**src/rtl/cnn_pkg.sv**
```systemverilog
// Shared types and widths for the CNN training core and its sequencer.
package cnn_pkg;

    localparam int unsigned Q_WIDTH    = 16;
    localparam int unsigned Q_FRAC     = 8;
    localparam int unsigned LOSS_WIDTH = 32;

    typedef enum logic [2:0] {
        IDLE,
        FETCH,
        LAUNCH,
        WAIT,
        COMMIT,
        EPOCH_END,
        DONE,
        ERROR
    } seq_state_t;

endpackage

```
**src/rtl/abs_err_accum.sv**
```systemverilog
// Accumulates |pred - label| over Q8.8 samples into a saturating unsigned sum.
module abs_err_accum
    import cnn_pkg::*;
#(
    parameter int unsigned SUM_WIDTH = LOSS_WIDTH
) (
    input  logic                 clk,
    input  logic                 rst,
    input  logic                 clear,
    input  logic                 en,
    input  logic [Q_WIDTH-1:0]   pred,
    input  logic [Q_WIDTH-1:0]   label,
    output logic [SUM_WIDTH-1:0] sum
);

    localparam int unsigned DIFF_WIDTH = Q_WIDTH + 1;

    logic [DIFF_WIDTH-1:0] diff;
    logic [Q_WIDTH-1:0]    abs_diff;
    logic [SUM_WIDTH:0]    sum_ext;

    // 17-bit signed difference cannot overflow; its magnitude fits in 16 bits
    always_comb begin
        diff     = {pred[Q_WIDTH-1], pred} - {label[Q_WIDTH-1], label};
        abs_diff = diff[DIFF_WIDTH-1] ? Q_WIDTH'(-diff) : Q_WIDTH'(diff);
        sum_ext  = {1'b0, sum} + (SUM_WIDTH + 1)'(abs_diff);
    end

    always_ff @(posedge clk) begin
        if (rst || clear) begin
            sum <= '0;
        end else if (en) begin
            sum <= sum_ext[SUM_WIDTH] ? '1 : sum_ext[SUM_WIDTH-1:0];
        end
    end

endmodule

```
**src/rtl/cnn_train_sequencer.sv**
```systemverilog
// Training-loop sequencer: fetch sample, launch core, await done under timeout,
// commit weights, and track sample/epoch indices and per-epoch absolute error.
module cnn_train_sequencer
    import cnn_pkg::*;
#(
    parameter int unsigned NUM_SAMPLES = 16,
    parameter int unsigned NUM_EPOCHS  = 4,
    parameter int unsigned TIMEOUT     = 16
) (
    input  logic                               clk,
    input  logic                               rst,
    input  logic                               cmd_start,
    input  logic                               cmd_abort,
    input  logic                               sample_valid,
    output logic                               sample_ready,
    input  logic [Q_WIDTH-1:0]                 label,
    output logic                               core_start,
    input  logic                               core_done,
    input  logic [Q_WIDTH-1:0]                 core_output,
    output logic                               weight_commit,
    output logic [$clog2(NUM_SAMPLES+1)-1:0]   sample_idx,
    output logic [$clog2(NUM_EPOCHS+1)-1:0]    epoch_idx,
    output logic                               busy,
    output logic                               epoch_done,
    output logic [LOSS_WIDTH-1:0]              epoch_loss,
    output logic                               train_done,
    output logic                               error
);

    localparam int unsigned SIDX_W = $clog2(NUM_SAMPLES + 1);
    localparam int unsigned EIDX_W = $clog2(NUM_EPOCHS + 1);
    localparam int unsigned WCNT_W = $clog2(TIMEOUT);

    seq_state_t            state;
    seq_state_t            state_next;
    logic [WCNT_W-1:0]     wait_cnt;
    logic [LOSS_WIDTH-1:0] acc_sum;
    logic                  last_sample;
    logic                  last_epoch;
    logic                  timeout_hit;
    logic                  start_run_c;
    logic                  acc_en_c;
    logic                  acc_clear_c;

    assign last_sample = (sample_idx == SIDX_W'(NUM_SAMPLES - 1));
    assign last_epoch  = (epoch_idx == EIDX_W'(NUM_EPOCHS - 1));
    assign timeout_hit = (wait_cnt == WCNT_W'(TIMEOUT - 1));

    always_ff @(posedge clk) begin
        if (rst) begin
            state <= IDLE;
        end else begin
            state <= state_next;
        end
    end

    // Next state and accumulator control; abort overrides everything
    always_comb begin
        state_next  = state;
        start_run_c = 1'b0;
        acc_en_c    = 1'b0;
        acc_clear_c = 1'b0;
        case (state)
            IDLE:      if (cmd_start) state_next = FETCH;
            FETCH:     if (sample_valid) state_next = LAUNCH;
            LAUNCH:    state_next = WAIT;
            WAIT: begin
                if (core_done) begin
                    state_next = COMMIT;
                end else if (timeout_hit) begin
                    state_next = ERROR;
                end
            end
            COMMIT:    state_next = last_sample ? EPOCH_END : FETCH;
            EPOCH_END: state_next = last_epoch ? DONE : FETCH;
            DONE:      state_next = IDLE;
            ERROR:     if (cmd_start) state_next = FETCH;
            default:   state_next = IDLE;
        endcase
        if (cmd_abort) begin
            state_next = IDLE;
        end else begin
            start_run_c = cmd_start && (state == IDLE || state == ERROR);
            acc_en_c    = (state == WAIT) && core_done;
        end
        acc_clear_c = cmd_abort || start_run_c || (state == EPOCH_END);
    end

    // Pulses are registered decodes of the upcoming state
    always_ff @(posedge clk) begin
        if (rst) begin
            sample_ready  <= 1'b0;
            core_start    <= 1'b0;
            weight_commit <= 1'b0;
            epoch_done    <= 1'b0;
            train_done    <= 1'b0;
            busy          <= 1'b0;
            error         <= 1'b0;
            wait_cnt      <= '0;
            sample_idx    <= '0;
            epoch_idx     <= '0;
            epoch_loss    <= '0;
        end else begin
            sample_ready  <= (state_next == FETCH);
            core_start    <= (state_next == LAUNCH);
            weight_commit <= (state_next == COMMIT);
            epoch_done    <= (state_next == EPOCH_END);
            train_done    <= (state_next == DONE);
            busy          <= !(state_next inside {IDLE, DONE, ERROR});
            wait_cnt      <= (state == WAIT) ? wait_cnt + WCNT_W'(1) : '0;

            if (cmd_abort || start_run_c) begin
                sample_idx <= '0;
            end else if (state == COMMIT) begin
                sample_idx <= last_sample ? '0 : sample_idx + SIDX_W'(1);
            end

            if (cmd_abort || start_run_c || state_next == IDLE) begin
                epoch_idx <= '0;
            end else if (state == EPOCH_END) begin
                epoch_idx <= epoch_idx + EIDX_W'(1);
            end

            if (cmd_abort || start_run_c) begin
                error <= 1'b0;
            end else if (state_next == ERROR) begin
                error <= 1'b1;
            end

            if (state == EPOCH_END && !cmd_abort) begin
                epoch_loss <= acc_sum;
            end
        end
    end

    abs_err_accum #(
        .SUM_WIDTH (LOSS_WIDTH)
    ) u_accum (
        .clk   (clk),
        .rst   (rst),
        .clear (acc_clear_c),
        .en    (acc_en_c),
        .pred  (core_output),
        .label (label),
        .sum   (acc_sum)
    );

endmodule

```
**config.mk**
```make
export PLATFORM = sky130hd
export DESIGN_NAME = cnn_train_sequencer
export DESIGN_NICKNAME = d
export VERILOG_FILES = /design/src/rtl/cnn_pkg.sv /design/src/rtl/abs_err_accum.sv /design/src/rtl/cnn_train_sequencer.sv
export SDC_FILE = /design/constraint.sdc
export NUM_CORES = 1
export LEC_CHECK = 0
export ABC_AREA = 1
export ABC_CLOCK_PERIOD_IN_PS = 4800
export CAP_MARGIN = 20
export CORE_MARGIN = 10
export CORE_UTILIZATION = 56
export DETAILED_ROUTE_END_ITERATION = 12
export PLACE_DENSITY = 0.89
export RECOVER_POWER = 100
export SLEW_MARGIN = 20
export SYNTH_ARGS = -nofsm -noshare
export SYNTH_HDL_FRONTEND = slang
export SYNTH_HIERARCHICAL = 1
export SYNTH_SLANG_ARGS = --single-unit
```
**constraint.sdc**
```tcl
create_clock -name clk -period 4.8 [get_ports clk]
set_input_delay 0.96 -clock clk [delete_from_list [all_inputs] [get_ports clk]]
set_output_delay 0.96 -clock clk [all_outputs]
set_load 0.02 [all_outputs]
```
==> results of run 1 <==
-- routing by layer --
layer / global-route usage, % / vias up
li1: - / 3379
met1: 24.6 / 3044
met2: 36.3 / 311
met3: 4.34 / 47
met4: 7.47 / 0
met5: 0 / -
-- final cells by class --
type | instances | area, µm² | share of cell area [%]
multi-input cells | 717 | 3920 | 48.7
clock inverters | 6 | 75.1 | 0.933
clock buffers | 10 | 138 | 1.71
well taps | 140 | 175 | 2.18
inverters | 145 | 544 | 6.76
repair buffers | 163 | 1480 | 18.4
flip-flops and latches | 86 | 1720 | 21.4
-- cells by family after synthesis --
kind of cell             share of synthesized area (%)
buffers and inverters                             10.6
flip-flops                                        28.2
adder cells (fa/ha/maj)                           8.66
AO/OA/AOI/OAI                                     10.6
multiplexers                                     0.164
XOR/XNOR                                          4.02
AND/OR/NAND/NOR                                   37.7
-- worst paths after layout --
kind                      to  slack, ns  cells after the start
max reg2reg    epoch_loss[3]       1.58                      8
max          u_accum/sum[17]       0.09                     25
min                    error       0.45                      2
min reg2reg            error       0.45                      2
-- tightest hold or removal path, cell delays in order, from the launching register on --
cell and delay, ns:
sky130_fd_sc_hd__dfxtp_1 0.32, sky130_fd_sc_hd__inv_1 0.04, sky130_fd_sc_hd__a21oi_1 0.05
-- per-stage QoR --
stage | setup TNS, ns | power (W) | cell area [µm²] | hold WS (ns)
6_report | 0 | 0.00193 | 8050 | 0.454
5_1_grt | -0.928 | 0.00204 | 8050 | 0.472
4_1_cts | 0 | 0.00188 | 7790 | 0.455
3_5_place_dp | -4.17 | 0.00134 | 7580 | 0.439
3_3_place_gp | -2.12 | 0.00132 | 7580 | 0.432
2_1_floorplan | 0 | 0.00110 | 6100 | 0.418
-- power groups by stage --
| stage | clock, W | sequential [W] | combinational (W) |
|---|---|---|---|
| 3_3_place_gp | 0 | 0.000733 | 0.000589 |
| 5_1_grt | 0.000589 | 0.000717 | 0.000731 |
| 3_5_place_dp | 0 | 0.000733 | 0.000603 |
| 4_1_cts | 0.000558 | 0.000716 | 0.000608 |
| 2_1_floorplan | 0 | 0.000734 | 0.000364 |
| 6_report | 0.000560 | 0.000716 | 0.000657 |
-- flip-flops by register name (all words and copies together) (netlist names) --
name,flops
busy,1
core_start,1
epoch_done,1
epoch_idx,3
epoch_loss,32
error,1
sample_idx,5
sample_ready,1
state,3
train_done,1
u_accum/sum,32
wait_cnt,4
weight_commit,1
-- timing repair --
item                       in CTS  in global routing
setup buffers                   0                  2
gates resized for setup         0                 53
setup endpoints to repair       0                 32
-- cell usage in the layout, fill, tap and decap left out, types with 11 or more instances in the layout --
master / count
sky130_fd_sc_hd__a21oi_1: 36
sky130_fd_sc_hd__buf_4: 73
sky130_fd_sc_hd__clkdlybuf4s50_1: 35
sky130_fd_sc_hd__dfxtp_1: 86
sky130_fd_sc_hd__dlygate4sd3_1: 49
sky130_fd_sc_hd__ha_1: 33
sky130_fd_sc_hd__inv_1: 135
sky130_fd_sc_hd__nand2_1: 233
sky130_fd_sc_hd__nand2_2: 21
sky130_fd_sc_hd__nand3_1: 63
sky130_fd_sc_hd__nand3b_1: 11
sky130_fd_sc_hd__nor2_1: 147
sky130_fd_sc_hd__o21ai_0: 46
sky130_fd_sc_hd__xnor2_1: 11
sky130_fd_sc_hd__xor2_1: 17
==> impl.org, run 1 <==
** GRT
- Largest net degree at the start of global routing :: 34
- Number of antenna violations at the first check in global routing :: 0
- Global route total overflow :: 0
- The via count of the first global-routing pass came to roughly 6300.
- Wire length of the first global-routing pass :: 28300 µm
- Global routing used a little over a fifth of the available tracks.

** CTS
- For this design, the CTS-stage hold fixing added 0 buffers.
- For the worst-skew pair, the clock arrives at the later sink with an insertion delay of 0.38 ns.
- TritonCTS built the clock tree.
- Number of buffers inserted during clock tree synthesis :: 9
- TritonCTS Sinks :: 86
- The clock passes through at most 2 buffers.
- CTS placed an instance of sky130_fd_sc_hd__clkbuf_8 at the clock tree root.
- CTS clock-pin slew for the worst setup and hold paths :: 0.10 ns
- Number of levels the H-tree was split into :: 3

** Timing
- At the pin with the least slew margin, the transition time is 1.31 ns.
- Setup violations remaining at the end of the flow were counted as 0.
- Final period utilization :: 98.2%
- Max-slew violation count :: 0
- The worst path meets setup with around 0.087 ns of slack.
- Final worst path period need :: 4.71 ns
- Measured against its own limit, the worst slew margin works out to 12.6%.
- Derived from the worst setup path, the maximum achievable clock frequency is 0.212 GHz.
- The final hold violation count came to 0.
- Worst clock skew on the final layout :: 0.0120 ns

** Power and ir drop
- Sequential group share of total power :: 37.0%
- Of the total power, combinational logic draws 34.0%.
- Static leakage power :: 4.23 nW
- Ratio of total power to cell area :: 240 nW/µm²
- For this design the total switching power over the nets is 0.000652 W.
- Power Internal :: 0.00128 W
- Power share of the clock group :: about 29%
- Max rail drop VDD :: 0.158 mV
- Switching Fraction :: between 30% and 40%

** Outcome
- The flow ran to the end, and the final reports show no timing, DRC or antenna violations.

** Critical path
- Worst path bufs/invs :: 5
- CP startpoint kind :: primary input
- Maximum single-stage delay on the critical path :: 0.59 ns
- Data arrives at the worst endpoint at ~5 ns.
- In this run the critical register-to-register path is launched from state[0].
- Classification of the worst setup path :: primary input to flop
- Critical-path top delay cell :: sky130_fd_sc_hd__fa_2
- Of all nets on the critical path, the largest fanout is 4.
- Element type at the critical path end :: flop
- The cell family contributing the most delay on the critical path is simple AND/OR/NAND/NOR gates.
- STA puts the critical path data required time at around 5.1 ns.
- In this run the worst setup path begins at core_output[0].
- The most numerous cell type found on the critical path is sky130_fd_sc_hd__nand2_1.

** Yosys
- Most frequently used cell type in the post-synthesis netlist :: sky130_fd_sc_hd__nand2_1
- Post-synthesis area per instance :: 6.31 µm²
- Counting flops with a built-in enable in the synthesized netlist gives 0.
- Cell area after technology mapping :: approximately 6000 µm²
- Post-synth net total :: approximately 1000
- Synth Instances :: between 900 and 1000
- Count of yosys warnings during synthesis :: 6
- Among all flip-flop cells after synthesis, the most frequent one is sky130_fd_sc_hd__dfxtp_1.
- The commonest cells after synthesis are sky130_fd_sc_hd__nand2_1 (242), sky130_fd_sc_hd__nor2_1 (152), sky130_fd_sc_hd__inv_1 (137).
- The largest total area in the synthesized netlist belongs to sky130_fd_sc_hd__dfxtp_1.
- The share of the Yosys chip area taken by registers is 28.2%.
- Yosys top cell area share :: 28.2%
- For this run, asynchronously set or reset flops after synthesis account for 0%.
- The synthesized design contains 86 register bits.
- Number of library cell types mapped by synthesis :: 43
- Cell types occupying the most area after synthesis :: sky130_fd_sc_hd__dfxtp_1 (28%), sky130_fd_sc_hd__nand2_1 (15%), sky130_fd_sc_hd__nor2_1 (9.4%)

** Worst hold path
- Worst Hold Class :: flop to flop
- In this run the most critical hold path is launched from error.

** Die
- Once the floorplan was initialized, standard cells occupied between 50% and 60% of the core.
- The die is 124 µm tall.
- Placeable core region :: 10700 µm²
- Number of placed I/O pins :: between 80 and 90
- After floorplanning, the core was divided into 38 placement rows.
- Die ar. :: between 15000 and 20000 µm²
- Die outline width :: 124 µm

** Place
- The number of placed instances, taps included, is 1246.
- During placement, the flow inserted port buffers numbering 84.
- Detailed placement ended at an HPWL of roughly 13000 µm.
- Placer Congestion :: around 0.89
- Timing analysis after detailed placement gives a worst setup slack of -0.227 ns.

** Detailed routing
- After detailed routing, the met3 layer carries 1290 µm of wire.
- After detailed routing, the wire length on met1 is 7340 µm.
- After detailed routing, the average wire length per cell comes to between 10 and 15 µm.
- Before antenna repair, the detailed router went through 12 iterations.
- Once detail routing completed, the nets flagged for antenna violations numbered 0.
- Met2 wirelength from detailed routing :: 8570 µm
- Vias per std cell :: 5.35
- DRC violation count after routing :: 0
- Signal routing reaches up to met4.
- The final layout contains routed wiring with a total length of 17600 µm.
- The final route contains 6781 vias.
- For this block, the initial DRC count from the detailed router was 588.

** Cells and area
- End-of-flow core utilization :: between 70% and 80%
- Non-filler instance count after layout :: 1267
- Area growth from synthesis to final layout :: 31.9%
- After filler insertion, the fill cell instance count of the layout stands at roughly 800.
- In the final layout, the share of cells above drive strength 1 is 15.4%.
- Final #Nets :: 1201
- 0 antenna diodes ended up in the layout.

** Job
- Max-cap violations in this run came to 0.
Note: power is estimated with default switching activity, not from simulation.
==> run 2: changes to the inputs <==
Settings changed: ABC_AREA 1 to 0, CTS_BUF_LIST set to sky130_fd_sc_hd__clkbuf_2 sky130_fd_sc_hd__clkbuf_4 sky130_fd_sc_hd__clkbuf_8, PLACE_DENSITY 0.89 to 0.83.
==> run 2 against run 1 <==
  * Utilization is 12 points higher
  * Setup slack worse by 0.43 ns
  * The run now ends with capacitance limit, slew limit, setup timing left
  * Combinational power is 34% higher
  * Total power is 11% higher
  * Die area is 8.2% lower
  * Global-route usage is 3.4 points higher
  * Critical path depth is 2 lower
  * Clock-buffer cell count is 1 higher
==> impl.org, run 2 <==
** Critical path
- Arrival time reported for the critical path endpoint :: 5.35 ns (was 4.99 ns)
- Worst flop-to-flop path endpoint :: u_accum/sum[13] (was epoch_loss[3])
- Element type at the critical path end :: flop (unchanged)
- R2r worst-path depth :: 8 (unchanged)
- The sort of element at the start of the critical path is a primary input (unchanged).
- Classification of the worst setup path :: primary input to flop (unchanged)
- The largest fanout on the critical path was 8 (was 4).
- Data required time at the worst endpoint :: 5.01 ns (was 5.08 ns)
- The reg-to-reg critical path startpoint is u_accum/sum[16] (was state[0]).
- Setup slack of the worst register-to-register path :: 1.64 ns (was 1.58 ns)

** CTS
- The clock latency on the worst-skew pair is 0.37 ns (was 0.38 ns).
- The number of buffers added by the clock tree synthesis step was 9 (unchanged).
- The root buffer selected by CTS was sky130_fd_sc_hd__clkbuf_8 (unchanged).
- Number of buffers between clock root and the deepest sink :: 2 (unchanged)
- Number of levels the H-tree was split into :: 3 (unchanged)
- TritonCTS Sinks :: 86 (unchanged)
- Clock tree from TritonCTS :: built (unchanged)
- CTS clock-pin slew for the worst setup and hold paths :: 0.08 ns (was 0.10 ns)

** Job
- The max capacitance violation total is 1 (was 0).

** Power and ir drop
- The fraction of power consumed by sequential logic is 33.5% (was 37.0%).
- Max rail drop VDD :: 0.123 mV (was 0.158 mV)
- The power density over the cells was 253 nW/µm² (was 240 nW/µm²).
- Power Internal :: 0.00142 W (was 0.00128 W)
- The net load switching power was 0.000721 W (was 0.000652 W).
- The combinational cell fraction of total power is 41.2% (was 34.0%).
- The overall power came to 0.00214 W (was 0.00193 W).
- Static leakage power :: 3.58 nW (was 4.23 nW)
- The part of the total power dissipated in the clock network was 25.3% (was 29.0%).
- Switching Fraction :: 33.7% (about the same)

** GRT
- Met1 track utilization from global routing :: 24.7% (was 24.6%)
- The global-route wire length before repair is 29500 µm (was 28300 µm).
- Gr usage total :: 24.3% (was 20.8%)
- The met3 track demand over resource in global routing was 4.91% (was 4.34%).
- The largest net degree at the start of global routing is 33 (was 34).
- The number of antenna violations at the first check in global routing was 0 (unchanged).
- Vias in the first global route :: 6339 (was 6348)
- The met2 usage is 45.6% (was 36.3%).
- Most crowded layer after global routing :: met2 (unchanged)
- Global route total overflow :: 0 (unchanged)

** Yosys
- Async set-reset flop share out of synthesis :: 0% (unchanged)
- Flops & latches, synth :: 86 (unchanged)
- Commonest cells in the netlist: sky130_fd_sc_hd__nand2_1 (97), sky130_fd_sc_hd__a21oi_1 (90), sky130_fd_sc_hd__dfxtp_1 (86) (was sky130_fd_sc_hd__nand2_1 (242), sky130_fd_sc_hd__nor2_1 (152), sky130_fd_sc_hd__inv_1 (137)).
- Most frequently used cell type in the post-synthesis netlist :: sky130_fd_sc_hd__nand2_1 (unchanged)
- Cell types occupying the most area after synthesis: sky130_fd_sc_hd__dfxtp_1 (31%), sky130_fd_sc_hd__ha_1 (8.9%), sky130_fd_sc_hd__a21oi_1 (8.2%) (was sky130_fd_sc_hd__dfxtp_1 (28%), sky130_fd_sc_hd__nand2_1 (15%), sky130_fd_sc_hd__nor2_1 (9.4%)).
- Synth Instances :: 694 (was 967)
- Post-synthesis area per instance :: 7.93 µm² (was 6.31 µm²)
- Number of enable flip-flop cells after synthesis :: 0 (unchanged)
- Post-synthesis cell type with the largest combined area :: sky130_fd_sc_hd__dfxtp_1 (unchanged)
- The flip-flop cell with the highest count after synthesis is sky130_fd_sc_hd__dfxtp_1 (unchanged).
- The sequential share of the synthesized area is 31.3% (was 28.2%).
- The number of library cell types mapped by synthesis is 73 (was 43).
- Post-synth net total :: 773 (was 1046)
- Yosys top cell area share :: 31.3% (was 28.2%)
- Count of yosys warnings during synthesis :: 6 (unchanged)
- Cell area after technology mapping :: 5510 µm² (was 6100 µm²)

** Timing
- The transition time of the tightest slew-check pin came to 1.87 ns (was 1.31 ns).
- Final worst path period need :: 5.14 ns (was 4.71 ns)
- Maximum clock frequency :: 0.195 GHz (was 0.212 GHz)
- Unrepaired setup endpoints after global routing :: true
- Number of hold violations in the final report :: 0 (unchanged)
- Relative slew margins :: -24.4% (was 12.6%)
- The post-route clock period utilization was 107% (was 98.2%).
- Final Setup Violations :: 32 (was 0)
- Max-slew violation count :: 33 (was 0)
- Final worst setup slack :: -0.339 ns (was 0.0873 ns)
- The final setup skew came to 0.0123 ns (was 0.0120 ns).

** Worst hold path
- Source of the worst hold timing path :: epoch_loss[26] (was error)
- The depth of the worst hold-timing path came to 2 (unchanged).
- Worst Hold Class :: flop to flop (unchanged)
- The worst min-delay path endpoint is epoch_loss[26] (was error).

** Detailed routing
- Number of nets with antenna violations after routing :: 0 (unchanged)
- Total number of vias :: 6797 (was 6781)
- Routed wire length :: 23100 µm (was 17600 µm)
- DRT Pass-1 Iters :: 6 (was 12)
- The wire length per cell is 22.1 µm (was 13.9 µm).
- Iter 0 DRT Violations :: 838 (was 588)
- The count of unresolved DRC violations after routing came to 0 (unchanged).
- Vias per std cell :: 6.49 (was 5.35)

** Die
- The overall die height is 119 µm (was 124 µm).
- The total core area is 9680 µm² (was 10700 µm²).
- The die boundary width was 119 µm (was 124 µm).
- Die ar. :: 14200 µm² (was 15500 µm²)
- Rows :: 36 (was 38)
- The top-level I/O count is 85 (unchanged).
- The effective utilization at floorplan came to 56.9% (was 56.8%).

** Cells and area
- Area growth from synthesis to final layout :: 53.7% (was 31.9%)
- Commonest non-fill, non-tap cell in the layout :: sky130_fd_sc_hd__buf_4 (was sky130_fd_sc_hd__nand2_1)
- The area of all placed cells without fillers is 8460 µm² (was 8050 µm²).
- The share of layout cells above drive strength 1 was 33.4% (was 15.4%).
- Final #Nets :: 988 (was 1201)
- Sequential Area :: 1720 µm² (unchanged)
- Leading registers by flop count :: epoch_loss: 32 flops, u_accum/sum: 32 flops, sample_idx: 5 flops (unchanged)
- Multi-input combinational cell area :: 4210 µm² (was 3920 µm²)
- The total of fill cells in the finished design is 431 (was 801).
- End-of-flow core utilization :: 87.4% (was 74.9%)
- Highest-count cells in the layout ignoring fill and taps: sky130_fd_sc_hd__buf_4 (134), sky130_fd_sc_hd__nand2_1 (92), sky130_fd_sc_hd__dfxtp_1 (86) (was sky130_fd_sc_hd__nand2_1 (233), sky130_fd_sc_hd__nor2_1 (147), sky130_fd_sc_hd__inv_1 (135)).
- Antenna diode instance count :: 0 (unchanged)

** Outcome
- Violations in the final reports :: capacitance limit, slew limit, setup timing
- Status :: finished with violations (was finished, final reports clean)

** Place
- Sum of net half-perimeters after detailed placement :: 12100 µm (was 12900 µm)
- Placer Congestion :: 0.946 (was 0.893)
- The count of port buffers added during placement is 84 (unchanged).
- Cell area after placement :: 7280 µm² (was 7580 µm²)
[run 2: changes by cell type after synthesis, moves of 11 or more]
cell                      previous run  this run
sky130_fd_sc_hd__nand3_1            66        14
sky130_fd_sc_hd__o21ai_0            51        29
sky130_fd_sc_hd__a21o_1              0        12
sky130_fd_sc_hd__a21oi_1            43        90
sky130_fd_sc_hd__inv_1             137        38
sky130_fd_sc_hd__nand2_1           242        97
sky130_fd_sc_hd__nand2_2            14         0
sky130_fd_sc_hd__nor2_1            152        40
sky130_fd_sc_hd__xnor2_1            11        22
[run 2: repair_timing]
item                                    CTS  global route
endpoints found under the setup margin   32            32
setup buffers                            16            22
pin swaps                                57            36
hold buffers                              0             0
gates resized for setup                  96            91
[run 2: final cells by class]
| class | instances | area share (%) |
|---|---|---|
| inverter | 38 | 1.83 |
| timing repair buffer | 232 | 23.6 |
| sequential | 86 | 20.3 |
| clock buffer | 11 | 1.79 |
| multi-input combinational | 542 | 49.8 |
| tap | 133 | 1.97 |
| clock inverter | 5 | 0.680 |
[run 2: worst max-delay path by stage]
stage	from	endpoint	slack, ns	depth (start not counted)
after floorplan	core_output[0]	u_accum/sum[30]	-0.19	25
after global placement	core_output[0]	u_accum/sum[28]	-0.99	24
after detailed placement	core_output[0]	u_accum/sum[27]	-1.18	24
after CTS	core_output[1]	u_accum/sum[18]	0.0001	25
after global routing	core_output[0]	u_accum/sum[13]	-0.70	26
final	core_output[0]	u_accum/sum[13]	-0.34	23
[run 2: per-stage QoR]
stage	setup slack (ns)	TNS (ns)	cells	hold WS (ns)
after global routing	-0.700	-16.67	1047	0.482
after floorplan	-0.185	-1.86	694	0.418
final	-0.339	-6.67	1047	0.452
after global placement	-0.988	-27.49	993	0.427
after detailed placement	-1.18	-31.02	993	0.444
after CTS	0.000136	0	1025	0.456
[run 2: routing by layer]
| layer | wire length, µm | up-vias |
|---|---|---|
| met3 | 1800 | 208 |
| met2 | 11400 | 552 |
| met4 | 1830 | 0 |
| met1 | 8030 | 3130 |
| met5 | 0 | - |
| li1 | - | 2907 |
[run 2: kinds of logic after synthesis]
kind of cell,synth area share [%]
AND/OR/NAND/NOR,22.5
AO/OA/AOI/OAI,24.0
flip-flops,31.3
buffers and inverters,4.98
XOR/XNOR,7.16
adder cells (fa/ha/maj),9.59
multiplexers,0.545
[run 2: critical path, stage by stage]
cell and delay [ns]:
sky130_fd_sc_hd__buf_8 0.09, sky130_fd_sc_hd__inv_12 0.03, sky130_fd_sc_hd__ha_4 0.15, sky130_fd_sc_hd__fa_2 0.37
sky130_fd_sc_hd__nand2b_4 0.16, sky130_fd_sc_hd__a21o_4 0.23, sky130_fd_sc_hd__and2_4 0.17, sky130_fd_sc_hd__buf_4 0.15
sky130_fd_sc_hd__a311oi_2 0.33, sky130_fd_sc_hd__o211ai_1 0.23, sky130_fd_sc_hd__buf_4 0.21, sky130_fd_sc_hd__nor2b_4 0.16
sky130_fd_sc_hd__buf_4 0.14, sky130_fd_sc_hd__a31oi_4 0.10, sky130_fd_sc_hd__xor2_2 0.21, sky130_fd_sc_hd__ha_2 0.35
sky130_fd_sc_hd__o21ai_0 0.11, sky130_fd_sc_hd__a21oi_1 0.17, sky130_fd_sc_hd__inv_1 0.10, sky130_fd_sc_hd__a31oi_1 0.23
sky130_fd_sc_hd__a21oi_2 0.13, sky130_fd_sc_hd__buf_6 0.16, sky130_fd_sc_hd__a21oi_1 0.42
[run 2: power by group through the flow]
stage	Combinational [W]	Clock [W]	Sequential, W
2_1_floorplan	0.000348	0	0.000734
3_3_place_gp	0.000589	0	0.000734
3_5_place_dp	0.000617	0	0.000734
4_1_cts	0.000682	0.000536	0.000717
5_1_grt	0.000922	0.000573	0.000718
6_report	0.000881	0.000543	0.000717
==> run 3: changes to the inputs <==
Settings changed: CORE_UTILIZATION 56 to 54, PLACE_DENSITY 0.83 to 0.8.
==> run 3 against run 2 <==
  * The flow finishes with violations (setup timing)
  * Flip-flop and latch count unchanged
  * Via count down 8.8%
  * Combinational power down 10%
  * Cell count down 1.9%
  * Wire length down 19%
  * First-iteration DRC count down 26%
  * Worst hold slack better by 0.0028 ns
  * Register-to-register slack better by 0.24 ns
  * Sequential power about the same
  * Setup slack better by 0.010 ns
  * Non-clock buffer count down 20
  * Clock-buffer cell count up 2
  * Critical endpoint is now u_accum/sum[28]
==> impl.org, run 3 (synthesized netlist as in run 2, its figures left out) <==
** Outcome
- Status: finished with violations (unchanged).
- Violations in the final reports :: setup timing (was capacitance limit, slew limit, setup timing)

** Detailed routing
- Total number of vias :: 6196 (was 6797)
- Iter 0 DRT Violations :: 620 (was 838)
- The wire length per cell came to 18.2 µm (was 22.1 µm).
- The met3 wirelength from detailed routing is 1240 µm (was 1800 µm).
- Number of nets with antenna violations after routing :: 0 (unchanged)
- The detailed-routing wirelength on met1 is 7050 µm (was 8030 µm).
- The post-detailed-route via-to-cell ratio is 6.03 (was 6.49).
- DRC violation count after routing :: 0 (unchanged)
- The wire length after detailed routing was 18700 µm (was 23100 µm).
- The uppermost layer routed was met4 (unchanged).
- The total met2 wirelength after detailed routing came to 9430 µm (was 11400 µm).
- DRT Pass-1 Iters :: 5 (was 6)

** CTS
- The hold buffer count at cts came to 0 (unchanged).
- The clock latency on the worst-skew pair was 0.38 ns (was 0.37 ns).
- Number of buffers between clock root and the deepest sink :: 2 (unchanged)
- Clock tree from TritonCTS :: built (unchanged)
- The number of buffers added by the clock tree synthesis step was 9 (unchanged).
- Number of levels the H-tree was split into :: 3 (unchanged)
- The number of sinks handled by clock tree synthesis is 86 (unchanged).
- The clock transition at the registers of the reported paths came to 0.08 ns (about the same).
- The root buffer selected by CTS is sky130_fd_sc_hd__clkbuf_8 (unchanged).

** Critical path
- The arrival time reported for the critical path endpoint was 5.40 ns (was 5.35 ns).
- The peak per-stage delay on the critical path is 0.38 ns (was 0.42 ns).
- The total buffers and inverters traversed by the critical path came to 6 (was 7).
- Crit path max fanout :: 5 (was 8)
- Element type at the critical path end :: flop (unchanged)
- The critical path start-end classification is primary input to flop (unchanged).
- The critical-path cell with the highest stage delay is sky130_fd_sc_hd__ha_1 (was sky130_fd_sc_hd__a21oi_1).
- The most frequent cell on the critical path is sky130_fd_sc_hd__buf_4 (unchanged).
- The top cell family by delay on the critical path was compound AO/OA/AOI/OAI gates (unchanged).
- The sort of element at the start of the critical path was a primary input (unchanged).
- Data required time at the worst endpoint :: 5.07 ns (was 5.01 ns)

** Timing
- Worst clock skew on the final layout :: 0.00851 ns (was 0.0123 ns)
- Worst hold slack :: 0.455 ns (was 0.452 ns)
- Maximum clock frequency :: 0.195 GHz (about the same)
- Unrepaired setup endpoints after global routing :: true (unchanged)
- Number of hold violations in the final report :: 0 (unchanged)
- Final period utilization :: 107% (about the same)
- Worst slew pin tran :: 1.06 ns (was 1.87 ns)
- Relative slew margins :: 29.2% (was -24.4%)
- Final worst setup slack :: -0.329 ns (was -0.339 ns)
- The final period demand of the worst path is 5.13 ns (was 5.14 ns).
- The final setup violation count was 32 (unchanged).
- Max-slew violation count :: 0 (was 33)

** Die
- Die outline width :: 121 µm (was 119 µm)
- Die height :: 121 µm (was 119 µm)
- The effective utilization at floorplan was 55.8% (was 56.9%).
- Number of placed I/O pins :: 85 (unchanged)
- The area enclosed by the die boundary is 14600 µm² (was 14200 µm²).
- The number of cell rows came to 36 (unchanged).
- The total core area is 9860 µm² (was 9680 µm²).

** Place
- The count of port buffers added during placement is 84 (unchanged).
- Pre-CTS WS :: -1.14 ns (was -1.18 ns)
- Number of instances in the placed design :: 979 (was 993)
- The post-detailed-placement half-perimeter wirelength came to 11200 µm (was 12100 µm).
- Placer Congestion :: 0.962 (was 0.946)

** GRT
- Number of antenna violations at the first check in global routing :: 0 (unchanged)
- The global-route wire length before repair came to 26500 µm (was 29500 µm).
- Global route total overflow :: 0 (unchanged)
- The via count of the first global-routing pass came to 5885 (was 6339).
- Largest net degree at the start of global routing :: 42 (was 33)
- Gr usage total :: 21.3% (was 24.3%)

** Cells and area
- Commonest non-fill, non-tap cell in the layout :: sky130_fd_sc_hd__buf_4 (unchanged)
- Highest-count cells in the layout ignoring fill and taps :: sky130_fd_sc_hd__buf_4 (115), sky130_fd_sc_hd__nand2_1 (92), sky130_fd_sc_hd__dfxtp_1 (86) (was sky130_fd_sc_hd__buf_4 (134), sky130_fd_sc_hd__nand2_1 (92), sky130_fd_sc_hd__dfxtp_1 (86))
- Final #Nets :: 968 (was 988)
- Leading registers by flop count :: epoch_loss: 32 flops, u_accum/sum: 32 flops, sample_idx: 5 flops (unchanged)
- The total of fill cells in the finished design was 539 (was 431).
- The antenna diode instance count is 0 (unchanged).
- Layout cells sized above 1 :: 30.4% (was 33.4%)
- The final cell count without fillers was 1027 (was 1047).
- The area overhead of the layout relative to synthesis was 49.6% (was 53.7%).

** Power and ir drop
- Part of the power in combinational logic :: 38.6% (was 41.2%)
- Max rail drop VDD :: 0.140 mV (was 0.123 mV)
- The net load switching power was 0.000659 W (was 0.000721 W).
- Power share of the clock group :: 26.4% (was 25.3%)
- The power density over the cells is 249 nW/µm² (was 253 nW/µm²).
- Switching Fraction :: 32.2% (was 33.7%)
- Overall power after layout :: 0.00205 W (was 0.00214 W)
- Power Internal :: 0.00139 W (was 0.00142 W)
- Static leakage power :: 3.35 nW (was 3.58 nW)
- The fraction of power consumed by sequential logic is 35.0% (was 33.5%).

** Worst hold path
- Worst Hold Class :: flop to flop (unchanged)

** Job
- Number of maximum-capacitance constraint violations :: 0 (was 1)
[run 3: changes by cell type in the layout (fill, tap and decap cells not counted), sizes merged]
cell and delta:
clkinvlp +1, dlygate4sd2 -5, clkdlybuf4s15 -1, clkinv -3, clkdlybuf4s50 +50, dlygate4sd3 -50
buf -20, dlymetal6s2s +8
[run 3: worst reg2reg max path, stage by stage, from the launching register on]
cell                       delay [ns]
sky130_fd_sc_hd__dfxtp_1         0.36
sky130_fd_sc_hd__ha_1            0.19
sky130_fd_sc_hd__inv_1           0.07
sky130_fd_sc_hd__fa_2            0.37
sky130_fd_sc_hd__nor2b_2         0.15
sky130_fd_sc_hd__o21a_1          0.19
sky130_fd_sc_hd__o21ai_2         0.09
sky130_fd_sc_hd__a31oi_2         0.21
sky130_fd_sc_hd__a21oi_2         0.12
sky130_fd_sc_hd__a311oi_2        0.34
sky130_fd_sc_hd__and3_4          0.29
sky130_fd_sc_hd__a41oi_1         0.15
sky130_fd_sc_hd__a311oi_1        0.29
[run 3: per-layer routing]
layer  vias to the layer above  global-route usage (%)
met5                         -                       0
met4                         0                    12.9
met3                       100                    2.93
met2                       322                    39.1
met1                      2908                    22.5
li1                       2866                       -
[run 3: timing repair]
action / in CTS / in global routing
resized for setup: 89 / 77
cloned: 0 / 0
pin swaps: 53 / 62
endpoints found under the setup margin: 32 / 32
buffers inserted: 16 / 18
[run 3: worst paths after layout]
path | start | endpoint | slack (ns) | depth (start not counted)
max | core_output[0] | u_accum/sum[28] | -0.33 | 25
max reg2reg | u_accum/sum[0] | u_accum/sum[28] | 1.88 | 12
min | sample_idx[4] | sample_idx[4] | 0.45 | 2
min reg2reg | sample_idx[4] | sample_idx[4] | 0.45 | 2
[run 3: metrics by stage]
stage | cell area (µm²) | setup TNS [ns] | utilization (%)
global placement | 7180 | -28.36 | 72.8
detailed placement | 7180 | -32.48 | 72.8
finish | 8240 | -6.18 | 83.5
global route | 8240 | -10.56 | 83.5
CTS | 7780 | 0 | 78.9
floorplan | 5590 | -1.86 | -
[run 3: area by class of cell]
class | instances | area (µm²) | area share (%)
flip-flops and latches | 86 | 1720 | 20.9
inverters | 38 | 155 | 1.88
repair buffers | 212 | 1860 | 22.6
multi-input cells | 542 | 4130 | 50.1
well taps | 133 | 166 | 2.02
clock inverters | 3 | 42.5 | 0.516
clock buffers | 13 | 166 | 2.02
[run 3: power groups by stage]
stage	sequential [W]	clock, W	combinational, W
global placement	0.000734	0	0.000579
detailed placement	0.000734	0	0.000602
global route	0.000718	0.000567	0.000837
finish	0.000717	0.000542	0.000790
CTS	0.000717	0.000538	0.000665
floorplan	0.000734	0	0.000348
